--- config.mk ---
export PLATFORM = sky130hd
export DESIGN_NAME = alu_multicycle_flat
export DESIGN_NICKNAME = d
export VERILOG_FILES = /design/src/rtl/alu_pkg.sv /design/src/rtl/alu_multicycle_if.sv /design/src/rtl/alu_muldiv_iter.sv /design/src/rtl/alu_multicycle.sv /design/src/flat_wrapper.sv
export SDC_FILE = /design/constraint.sdc
export NUM_CORES = 1
export LEC_CHECK = 0
export ABC_CLOCK_PERIOD_IN_PS = 8700
export CAP_MARGIN = 20
export CORE_AREA = 2 2 197 199
export CTS_CLUSTER_DIAMETER = 120
export DETAILED_ROUTE_END_ITERATION = 12
export DIE_AREA = 0 0 199 201
export PLACE_DENSITY = 0.73
export SYNTH_ARGS = -nofsm -noshare
export SYNTH_HDL_FRONTEND = slang
export SYNTH_SLANG_ARGS = --single-unit
--- constraint.sdc ---
create_clock -name clk -period 8.7 [get_ports clk]
set_input_delay 1.74 -clock clk [delete_from_list [all_inputs] [get_ports clk]]
set_output_delay 1.74 -clock clk [all_outputs]
set_load 0.01 [all_outputs]
--- src/rtl/alu_pkg.sv ---
// rtl/alu_pkg.sv - op codes, FSM states and op classification for alu_multicycle (ALU_DIV_EN adds DIV/REM)
package alu_pkg;

  localparam logic [3:0] OP_ADD  = 4'b0000;
  localparam logic [3:0] OP_SUB  = 4'b0001;
  localparam logic [3:0] OP_AND  = 4'b0010;
  localparam logic [3:0] OP_OR   = 4'b0011;
  localparam logic [3:0] OP_XOR  = 4'b0100;
  localparam logic [3:0] OP_LUI  = 4'b0101;
  localparam logic [3:0] OP_SR   = 4'b0110;
  localparam logic [3:0] OP_SL   = 4'b0111;
  localparam logic [3:0] OP_BEQ  = 4'b1000;
  localparam logic [3:0] OP_DIV  = 4'b1001;
  localparam logic [3:0] OP_BNE  = 4'b1010;
  localparam logic [3:0] OP_BLT  = 4'b1011;
  localparam logic [3:0] OP_BGE  = 4'b1100;
  localparam logic [3:0] OP_MUL  = 4'b1101;
  localparam logic [3:0] OP_MULH = 4'b1110;
  localparam logic [3:0] OP_REM  = 4'b1111;

  typedef enum logic [1:0] {
    ST_IDLE = 2'd0,
    ST_BUSY = 2'd1,
    ST_DONE = 2'd2
  } state_e;

  function automatic logic is_iterative(input logic [3:0] op);
`ifdef ALU_DIV_EN
    return (op == OP_MUL) || (op == OP_MULH) || (op == OP_DIV) || (op == OP_REM);
`else
    return (op == OP_MUL) || (op == OP_MULH);
`endif
  endfunction

endpackage

--- src/rtl/alu_multicycle_if.sv ---
// rtl/alu_multicycle_if.sv - request/response handshake bundle between the EX stage and alu_multicycle
interface alu_multicycle_if #(parameter int WIDTH = 32);

  logic             In_Valid_i;
  logic             In_Ready_o;
  logic [3:0]       ALU_Operation_i;
  logic [WIDTH-1:0] A_i;
  logic [WIDTH-1:0] B_i;
  logic             Out_Valid_o;
  logic             Out_Ready_i;
  logic [WIDTH-1:0] ALU_Result_o;
  logic             Zero_o;
  logic             Busy_o;

  modport master (
    output In_Valid_i, ALU_Operation_i, A_i, B_i, Out_Ready_i,
    input  In_Ready_o, Out_Valid_o, ALU_Result_o, Zero_o, Busy_o
  );

  modport slave (
    input  In_Valid_i, ALU_Operation_i, A_i, B_i, Out_Ready_i,
    output In_Ready_o, Out_Valid_o, ALU_Result_o, Zero_o, Busy_o
  );

endinterface

--- src/rtl/alu_muldiv_iter.sv ---
// rtl/alu_muldiv_iter.sv - iterative shift-add multiplier / restoring divider on magnitudes (divider under ALU_DIV_EN)
module alu_muldiv_iter
  import alu_pkg::*;
#(
  parameter int WIDTH = 32
) (
  input  logic             clk,
  input  logic             reset,
  input  logic             start_i,
  input  logic [3:0]       op_i,
  input  logic [WIDTH-1:0] a_i,
  input  logic [WIDTH-1:0] b_i,
  output logic             done_o,
  output logic [WIDTH-1:0] result_o
);

  localparam int CNT_W = $clog2(WIDTH);

  logic                 run_q;
  logic [CNT_W-1:0]     cnt_q;
  logic [WIDTH-1:0]     hi_q, hi_d;
  logic [WIDTH-1:0]     lo_q, lo_d;
  logic [WIDTH-1:0]     mcand_q;
  logic [3:0]           op_q;
  logic                 neg_q;
  logic [WIDTH-1:0]     a_mag, b_mag;
  logic [WIDTH:0]       sum;
  logic [2*WIDTH-1:0]   prod;
`ifdef ALU_DIV_EN
  logic                 div_q;
  logic                 aneg_q;
  logic                 bzero_q;
  logic [WIDTH-1:0]     a_q;
  logic [WIDTH:0]       trial;
  logic                 start_div;

  assign start_div = (op_i == OP_DIV) || (op_i == OP_REM);
`endif

  assign a_mag  = a_i[WIDTH-1] ? -a_i : a_i;
  assign b_mag  = b_i[WIDTH-1] ? -b_i : b_i;
  assign done_o = run_q && (cnt_q == CNT_W'(WIDTH - 1));

  // {hi,lo} is the product shifting right (MUL) or remainder:quotient shifting left (DIV)
  always_comb begin
    sum  = {1'b0, hi_q} + {1'b0, (lo_q[0] ? mcand_q : '0)};
    hi_d = sum[WIDTH:1];
    lo_d = {sum[0], lo_q[WIDTH-1:1]};
`ifdef ALU_DIV_EN
    trial = '0;
    if (div_q) begin
      trial = {hi_q, lo_q[WIDTH-1]} - {1'b0, mcand_q};
      if (trial[WIDTH]) begin
        hi_d = {hi_q[WIDTH-2:0], lo_q[WIDTH-1]};
        lo_d = {lo_q[WIDTH-2:0], 1'b0};
      end else begin
        hi_d = trial[WIDTH-1:0];
        lo_d = {lo_q[WIDTH-2:0], 1'b1};
      end
    end
`endif
  end

  // Result is taken from the final step's next-state so the top can register it on the done edge
  always_comb begin
    prod = {hi_d, lo_d};
    if (neg_q) prod = -prod;
    result_o = (op_q == OP_MULH) ? prod[2*WIDTH-1:WIDTH] : prod[WIDTH-1:0];
`ifdef ALU_DIV_EN
    if (div_q) begin
      if (bzero_q)
        result_o = (op_q == OP_DIV) ? '1 : a_q;
      else if (op_q == OP_DIV)
        result_o = neg_q ? -lo_d : lo_d;
      else
        result_o = aneg_q ? -hi_d : hi_d;
    end
`endif
  end

  always_ff @(posedge clk or negedge reset) begin
    if (!reset) begin
      run_q   <= 1'b0;
      cnt_q   <= '0;
      hi_q    <= '0;
      lo_q    <= '0;
      mcand_q <= '0;
      op_q    <= '0;
      neg_q   <= 1'b0;
`ifdef ALU_DIV_EN
      div_q   <= 1'b0;
      aneg_q  <= 1'b0;
      bzero_q <= 1'b0;
      a_q     <= '0;
`endif
    end else if (start_i) begin
      run_q   <= 1'b1;
      cnt_q   <= '0;
      hi_q    <= '0;
      op_q    <= op_i;
      neg_q   <= a_i[WIDTH-1] ^ b_i[WIDTH-1];
      lo_q    <= b_mag;
      mcand_q <= a_mag;
`ifdef ALU_DIV_EN
      div_q   <= start_div;
      aneg_q  <= a_i[WIDTH-1];
      bzero_q <= (b_i == '0);
      a_q     <= a_i;
      if (start_div) begin
        lo_q    <= a_mag;
        mcand_q <= b_mag;
      end
`endif
    end else if (run_q) begin
      hi_q  <= hi_d;
      lo_q  <= lo_d;
      cnt_q <= cnt_q + CNT_W'(1);
      if (done_o) run_q <= 1'b0;
    end
  end

endmodule

--- src/rtl/alu_multicycle.sv ---
// rtl/alu_multicycle.sv - RV32I ALU with valid/ready handshake and iterative MUL/MULH (DIV/REM with ALU_DIV_EN)
module alu_multicycle
  import alu_pkg::*;
#(
  parameter int WIDTH = 32
) (
  input logic             clk,
  input logic             reset,
  alu_multicycle_if.slave bus
);

  localparam int SHAMT_W = $clog2(WIDTH);

  state_e             state_q, state_d;
  logic [WIDTH-1:0]   result_q, result_d;
  logic               zero_q, zero_d;
  logic               md_start;
  logic               md_done;
  logic [WIDTH-1:0]   md_result;
  logic [WIDTH-1:0]   comb_result;
  logic [SHAMT_W-1:0] shamt;

  assign shamt = bus.B_i[SHAMT_W-1:0];

  // Branch ops return zero when taken so Zero_o doubles as the taken flag
  always_comb begin
    comb_result = '0;
    case (bus.ALU_Operation_i)
      OP_ADD:  comb_result = bus.A_i + bus.B_i;
      OP_SUB:  comb_result = bus.A_i - bus.B_i;
      OP_AND:  comb_result = bus.A_i & bus.B_i;
      OP_OR:   comb_result = bus.A_i | bus.B_i;
      OP_XOR:  comb_result = bus.A_i ^ bus.B_i;
      OP_LUI:  comb_result = bus.B_i << 12;
      OP_SR:   comb_result = bus.A_i >> shamt;
      OP_SL:   comb_result = bus.A_i << shamt;
      OP_BEQ:  comb_result = (bus.A_i == bus.B_i) ? '0 : '1;
      OP_BNE:  comb_result = (bus.A_i != bus.B_i) ? '0 : '1;
      OP_BLT:  comb_result = ($signed(bus.A_i) <  $signed(bus.B_i)) ? '0 : '1;
      OP_BGE:  comb_result = ($signed(bus.A_i) >= $signed(bus.B_i)) ? '0 : '1;
      default: comb_result = '0;
    endcase
  end

  always_comb begin
    state_d  = state_q;
    result_d = result_q;
    zero_d   = zero_q;
    md_start = 1'b0;
    case (state_q)
      ST_IDLE: begin
        if (bus.In_Valid_i) begin
          if (is_iterative(bus.ALU_Operation_i)) begin
            md_start = 1'b1;
            state_d  = ST_BUSY;
          end else begin
            result_d = comb_result;
            zero_d   = (comb_result == '0);
            state_d  = ST_DONE;
          end
        end
      end
      ST_BUSY: begin
        if (md_done) begin
          result_d = md_result;
          zero_d   = (md_result == '0);
          state_d  = ST_DONE;
        end
      end
      ST_DONE: begin
        if (bus.Out_Ready_i) state_d = ST_IDLE;
      end
      default: state_d = ST_IDLE;
    endcase
  end

  always_ff @(posedge clk or negedge reset) begin
    if (!reset) begin
      state_q  <= ST_IDLE;
      result_q <= '0;
      zero_q   <= 1'b0;
    end else begin
      state_q  <= state_d;
      result_q <= result_d;
      zero_q   <= zero_d;
    end
  end

  alu_muldiv_iter #(.WIDTH(WIDTH)) u_muldiv (
    .clk      (clk),
    .reset    (reset),
    .start_i  (md_start),
    .op_i     (bus.ALU_Operation_i),
    .a_i      (bus.A_i),
    .b_i      (bus.B_i),
    .done_o   (md_done),
    .result_o (md_result)
  );

  assign bus.In_Ready_o   = (state_q == ST_IDLE);
  assign bus.Out_Valid_o  = (state_q == ST_DONE);
  assign bus.Busy_o       = (state_q == ST_BUSY);
  assign bus.ALU_Result_o = result_q;
  assign bus.Zero_o       = zero_q;

endmodule
--- src/flat_wrapper.sv ---
// flat-port wrapper written by rule: the top's interface ports become plain ports
module alu_multicycle_flat import alu_pkg::*;
#(
  parameter int WIDTH = 32
)
  (clk, reset, bus_In_Valid_i, bus_ALU_Operation_i, bus_A_i, bus_B_i, bus_Out_Ready_i, bus_In_Ready_o, bus_Out_Valid_o, bus_ALU_Result_o, bus_Zero_o, bus_Busy_o);
  alu_multicycle_if #(.WIDTH(WIDTH)) bus_i ();
  input logic clk;
  input logic reset;
  input wire logic [$bits(bus_i.In_Valid_i)-1:0] bus_In_Valid_i;
  input wire logic [$bits(bus_i.ALU_Operation_i)-1:0] bus_ALU_Operation_i;
  input wire logic [$bits(bus_i.A_i)-1:0] bus_A_i;
  input wire logic [$bits(bus_i.B_i)-1:0] bus_B_i;
  input wire logic [$bits(bus_i.Out_Ready_i)-1:0] bus_Out_Ready_i;
  output wire logic [$bits(bus_i.In_Ready_o)-1:0] bus_In_Ready_o;
  output wire logic [$bits(bus_i.Out_Valid_o)-1:0] bus_Out_Valid_o;
  output wire logic [$bits(bus_i.ALU_Result_o)-1:0] bus_ALU_Result_o;
  output wire logic [$bits(bus_i.Zero_o)-1:0] bus_Zero_o;
  output wire logic [$bits(bus_i.Busy_o)-1:0] bus_Busy_o;
  assign bus_i.In_Valid_i = bus_In_Valid_i;
  assign bus_i.ALU_Operation_i = bus_ALU_Operation_i;
  assign bus_i.A_i = bus_A_i;
  assign bus_i.B_i = bus_B_i;
  assign bus_i.Out_Ready_i = bus_Out_Ready_i;
  assign bus_In_Ready_o = bus_i.In_Ready_o;
  assign bus_Out_Valid_o = bus_i.Out_Valid_o;
  assign bus_ALU_Result_o = bus_i.ALU_Result_o;
  assign bus_Zero_o = bus_i.Zero_o;
  assign bus_Busy_o = bus_i.Busy_o;
  alu_multicycle #(.WIDTH(WIDTH)) u_core (.clk(clk), .reset(reset), .bus(bus_i));
endmodule
==> key figures <==
Synth
  – Netlist cell types: 90
  – Post-synth ARST share: 100%
  – Seq/Total Area, Yosys: ~17%
  – Synth Flop Type: dfrtp_1
  – Syn Area/Cell: between 7 and 8 µm²
  – Synth Net Count: 2865
  – Number of synthesized flops with an enable pin: 0
  – Syn Inst Count: 2656
  – Flop and latch count out of synthesis: 142
  – Mapped cell area: between 20000 and 25000 µm²
  – Yosys warning count: 0

Place
  – DPL Wire Length: 75.8 mm
  – Dpl cells: 3150
  – Port Buffers: about 110
  – Placed Area: around 22000 µm²
  – GP Congestion: roughly 1.1

Floorplanning
  – Initial Utilization: 53.8%
  – FP Rows: 72
  – Die W: ~200 µm
  – Die Y: 201 µm
  – I/O pin total: roughly 110
  – Core area: roughly 38000 µm²
  – Die area: between 30000 and 40000 µm²

Timing
  – Final setup viols: 0
  – Hold Vio Cnt, Final: 0
  – Hold WS: ~0.48 ns
  – Skew final: around 0.014 ns
  – Max Clk Rate: roughly 140 MHz
  – Period minus WS final: 7.33 ns
  – Slew HR: about 15%
  – Fin. max-slew vios: 0
  – Setup TNS: 0 ns
  – Worst-margin pin slew: 1.24 ns
  – Unrepaired setup endpoints after global routing: false
  – Crit share post-route: ~84%

Routing
  – Final ANT Viol Nets: 0
  – Via density: 7.40
  – DRT iter0 DRCs: 3491
  – DRT Pass-1 Iters: 11
  – Via count: about 24k
  – DRC Markers: 0
  – WL final: between 100 and 150 mm
  – Routed len/inst: ~31 µm

Final layout
  – Most common cell after layout, fill and taps aside: nand2_1
  – Layout area overhead: 10.7%
  – Share of cells above drive strength 1: about a tenth
  – Most frequent cells in the layout: nand2_1 (292), nor2_1 (247), o21ai_0 (224)
  – Final std cells w/o fill: between 3k and 4k
  – Post-Layout Inst Area: ~23000 µm²
  – Antenna cell count: 0
  – Nets@finish: between 2k and 3k
  – Fillcell total: around 3.3k

Power
  – Comb pwr share: approximately two thirds
  – NetSw: roughly 3.3 mW
  – Pwr/cell area: 273 nW/µm²
  – Switching part of the total: 53.0%
  – Worst vdd ir: ~0.18 mV
  – Clock group share of total power: about an eighth
  – Sequential fraction of design power: 21.9%
  – Leakage: 9.39 nW
  – Overall Power: around 6.2 mW
  – P_int: approximately 2.9 mW

Clocking
  – CTS tree: yes
  – Hold-fix buffers, CTS: 0
  – H-tree levels: 4
  – Root Driver: clkbuf_16
  – CTS buffer count: 17
  – Clock-pin slew on the worst setup and hold paths: roughly 0.070 ns
  – Clock Path Buffers: 2
  – Later-pin clock latency in the skew report: roughly 0.46 ns
  – Post-CTS resize count: 0
  – Setup Buffers After CTS: 0
  – Clock Sinks: ~140

Setup path
  – Largest stage delay, worst path: a little over 0.9 ns
  – Crit path capture: u_core.bus.Zero_o$_DFFE_PN0P_
  – CP max stage cell: a211oi_1
  – Crit-path max FO: 14
  – FF-to-FF End: u_core.bus.Zero_o$_DFFE_PN0P_
  – Worst R2R Start: u_core.u_muldiv.lo_q[0]$_DFFE_PN0P_
  – Startpoint Class: input port
  – Worst Setup End Kind: flip-flop
  – Crit path from: bus_B_i[5]
  – CP Cell Sequence: clkdlybuf4s50_1, inv_1, ha_1, nor2_1, a211oi_1, o41ai_1, a2111o_1, a211oi_1, nand4_1, or4_1, nor4_1, and3_1, and3_1, nand4_1, or4_1, nand3_1
  – Critical Path AT: around 7.7 ns
  – CP top delay family: simple AND/OR/NAND/NOR gates
  – FF-to-FF setup slack: between 2 and 2.5 ns
  – CP bufs+invs: 2
  – Reg2Reg Depth: 15
  – Crit Path Category: input port to flip-flop
  – Worst Path Required: 9.10 ns
  – CP Depth: 16

GRT
  – Overflow after GRT: 0
  – GRT Util Overall: between 40% and 50%
  – Number of global-route vias before repair: approximately 22k
  – Antenna violations before repair: 9
  – Largest net degree at the start of global routing: 80
  – First-pass GRT wire length: 146 mm

Run
  – Max cap viols: 0

Run status
  – Status: finished, final reports clean

Hold path
  – Hold WC Path Type: flip-flop to flip-flop
-- layer usage --
metal | part of all wire, % | vias up | global-route usage [%]
li1 | - | 9866 | -
met3 | 12 | 564 | 14.4
met4 | 9.3 | 10 | 35.8
met2 | 42 | 2021 | 74.0
met5 | 0.10 | - | 0.864
met1 | 36 | 11118 | 60.8
-- power groups by stage --
stage / logic [mW] / registers, mW / clock network (mW)
3_3_place_gp: 3.71 / 1.30 / 0
5_1_grt: 4.34 / 1.38 / 0.762
4_1_cts: 3.88 / 1.32 / 0.733
3_5_place_dp: 3.82 / 1.32 / 0
2_1_floorplan: 2.70 / 1.21 / 0
6_report: 4.10 / 1.36 / 0.735
-- cell families after synthesis --
| group | count (synthesis) | synth area share, % |
|---|---|---|
| xor gates and xnor gates | 146 | 6.23 |
| AOI/OAI and AO/OA | 789 | 25.7 |
| DFF | 142 | 17.3 |
| muxes | 197 | 14.6 |
| buffers and inverters | 319 | 5.94 |
| adders and majority gates | 137 | 8.47 |
| and+or+nand+nor | 926 | 21.6 |
-- worst register-to-register path, delay by kind of cell (launching register included) --
kind                       cells  cell delay (ns)
xor gates and xnor gates       1             0.18
and+or+nand+nor                6             1.91
AOI/OAI and AO/OA              7             2.89
adders and majority gates      1             0.30
DFF                            1             0.98
-- synthesized netlist by cell type (15+ instances only) --
cell type,number,area [µm²]
a211oi_1,35,263
a21o_1,26,195
a21oi_1,141,706
a221o_1,16,160
a221oi_1,20,175
a22oi_1,23,173
a31oi_1,23,144
and2_1,51,319
and3_1,15,93.8
buf_1,22,82.6
clkbuf_1,178,668
dfrtp_1,142,3550
ha_1,134,1680
inv_1,105,394
mux2_2,15,169
mux2i_1,101,1010
mux4_2,81,1820
nand2_1,293,1100
nand2b_1,25,156
nand3_1,53,265
nand4_1,31,194
nor2_1,247,927
nor2b_1,18,113
nor3_1,60,300
nor4_1,28,175
o211ai_1,22,165
o21ai_0,225,1130
o221ai_1,17,149
o22ai_1,21,131
o31ai_1,53,398
o41ai_1,17,149
or3_1,32,200
or4_1,22,165
xnor2_1,107,937
xor2_1,39,342
-- worst min path at each step --
stage / start / to / slack (ns) / cells after the start
global placement: u_core.u_muldiv.mcand_q[2]$_DFFE_PN0P_ / u_core.u_muldiv.mcand_q[2]$_DFFE_PN0P_ / 0.45 / 2
finish: u_core.u_muldiv.mcand_q[13]$_DFFE_PN0P_ / u_core.u_muldiv.mcand_q[13]$_DFFE_PN0P_ / 0.48 / 2
CTS: u_core.u_muldiv.mcand_q[13]$_DFFE_PN0P_ / u_core.u_muldiv.mcand_q[13]$_DFFE_PN0P_ / 0.48 / 2
global route: u_core.u_muldiv.mcand_q[16]$_DFFE_PN0P_ / u_core.u_muldiv.mcand_q[16]$_DFFE_PN0P_ / 0.50 / 2
detailed placement: u_core.u_muldiv.mcand_q[15]$_DFFE_PN0P_ / u_core.u_muldiv.mcand_q[15]$_DFFE_PN0P_ / 0.46 / 2
floorplan: u_core.u_muldiv.mcand_q[31]$_DFFE_PN0P_ / u_core.u_muldiv.mcand_q[31]$_DFFE_PN0P_ / 0.43 / 2
-- final cells by class --
cell class | instances | area, µm² | area share (%)
clock buffers | 18 | 439 | 1.94
repair buffers | 192 | 1710 | 7.55
inverters | 106 | 398 | 1.75
multi-input cells | 2195 | 15800 | 69.6
clock inverters | 14 | 146 | 0.645
well taps | 518 | 648 | 2.86
flip-flops and latches | 142 | 3560 | 15.7
-- per-stage QoR --
stage	utilization [%]	setup slack, ns
2_1_floorplan	-	1.65
4_1_cts	59.5	1.65
3_5_place_dp	57.9	1.21
3_3_place_gp	57.9	1.36
6_report	59.6	1.37
5_1_grt	59.6	1.12
-- flip-flops by register name, summed over array words and instances (netlist names) --
register / cells
u_core.bus.Zero_o: 1
u_core.u_muldiv.lo_q: 32
u_core.bus.ALU_Result_o: 32
u_core.u_muldiv.mcand_q: 32
u_core.u_muldiv.op_q: 4
u_core.u_muldiv.hi_q: 32
u_core.u_muldiv.run_q: 1
u_core.state_q: 2
u_core.u_muldiv.cnt_q: 5
u_core.u_muldiv.neg_q: 1
No activity file was read; power rests on OpenSTA's default activity.
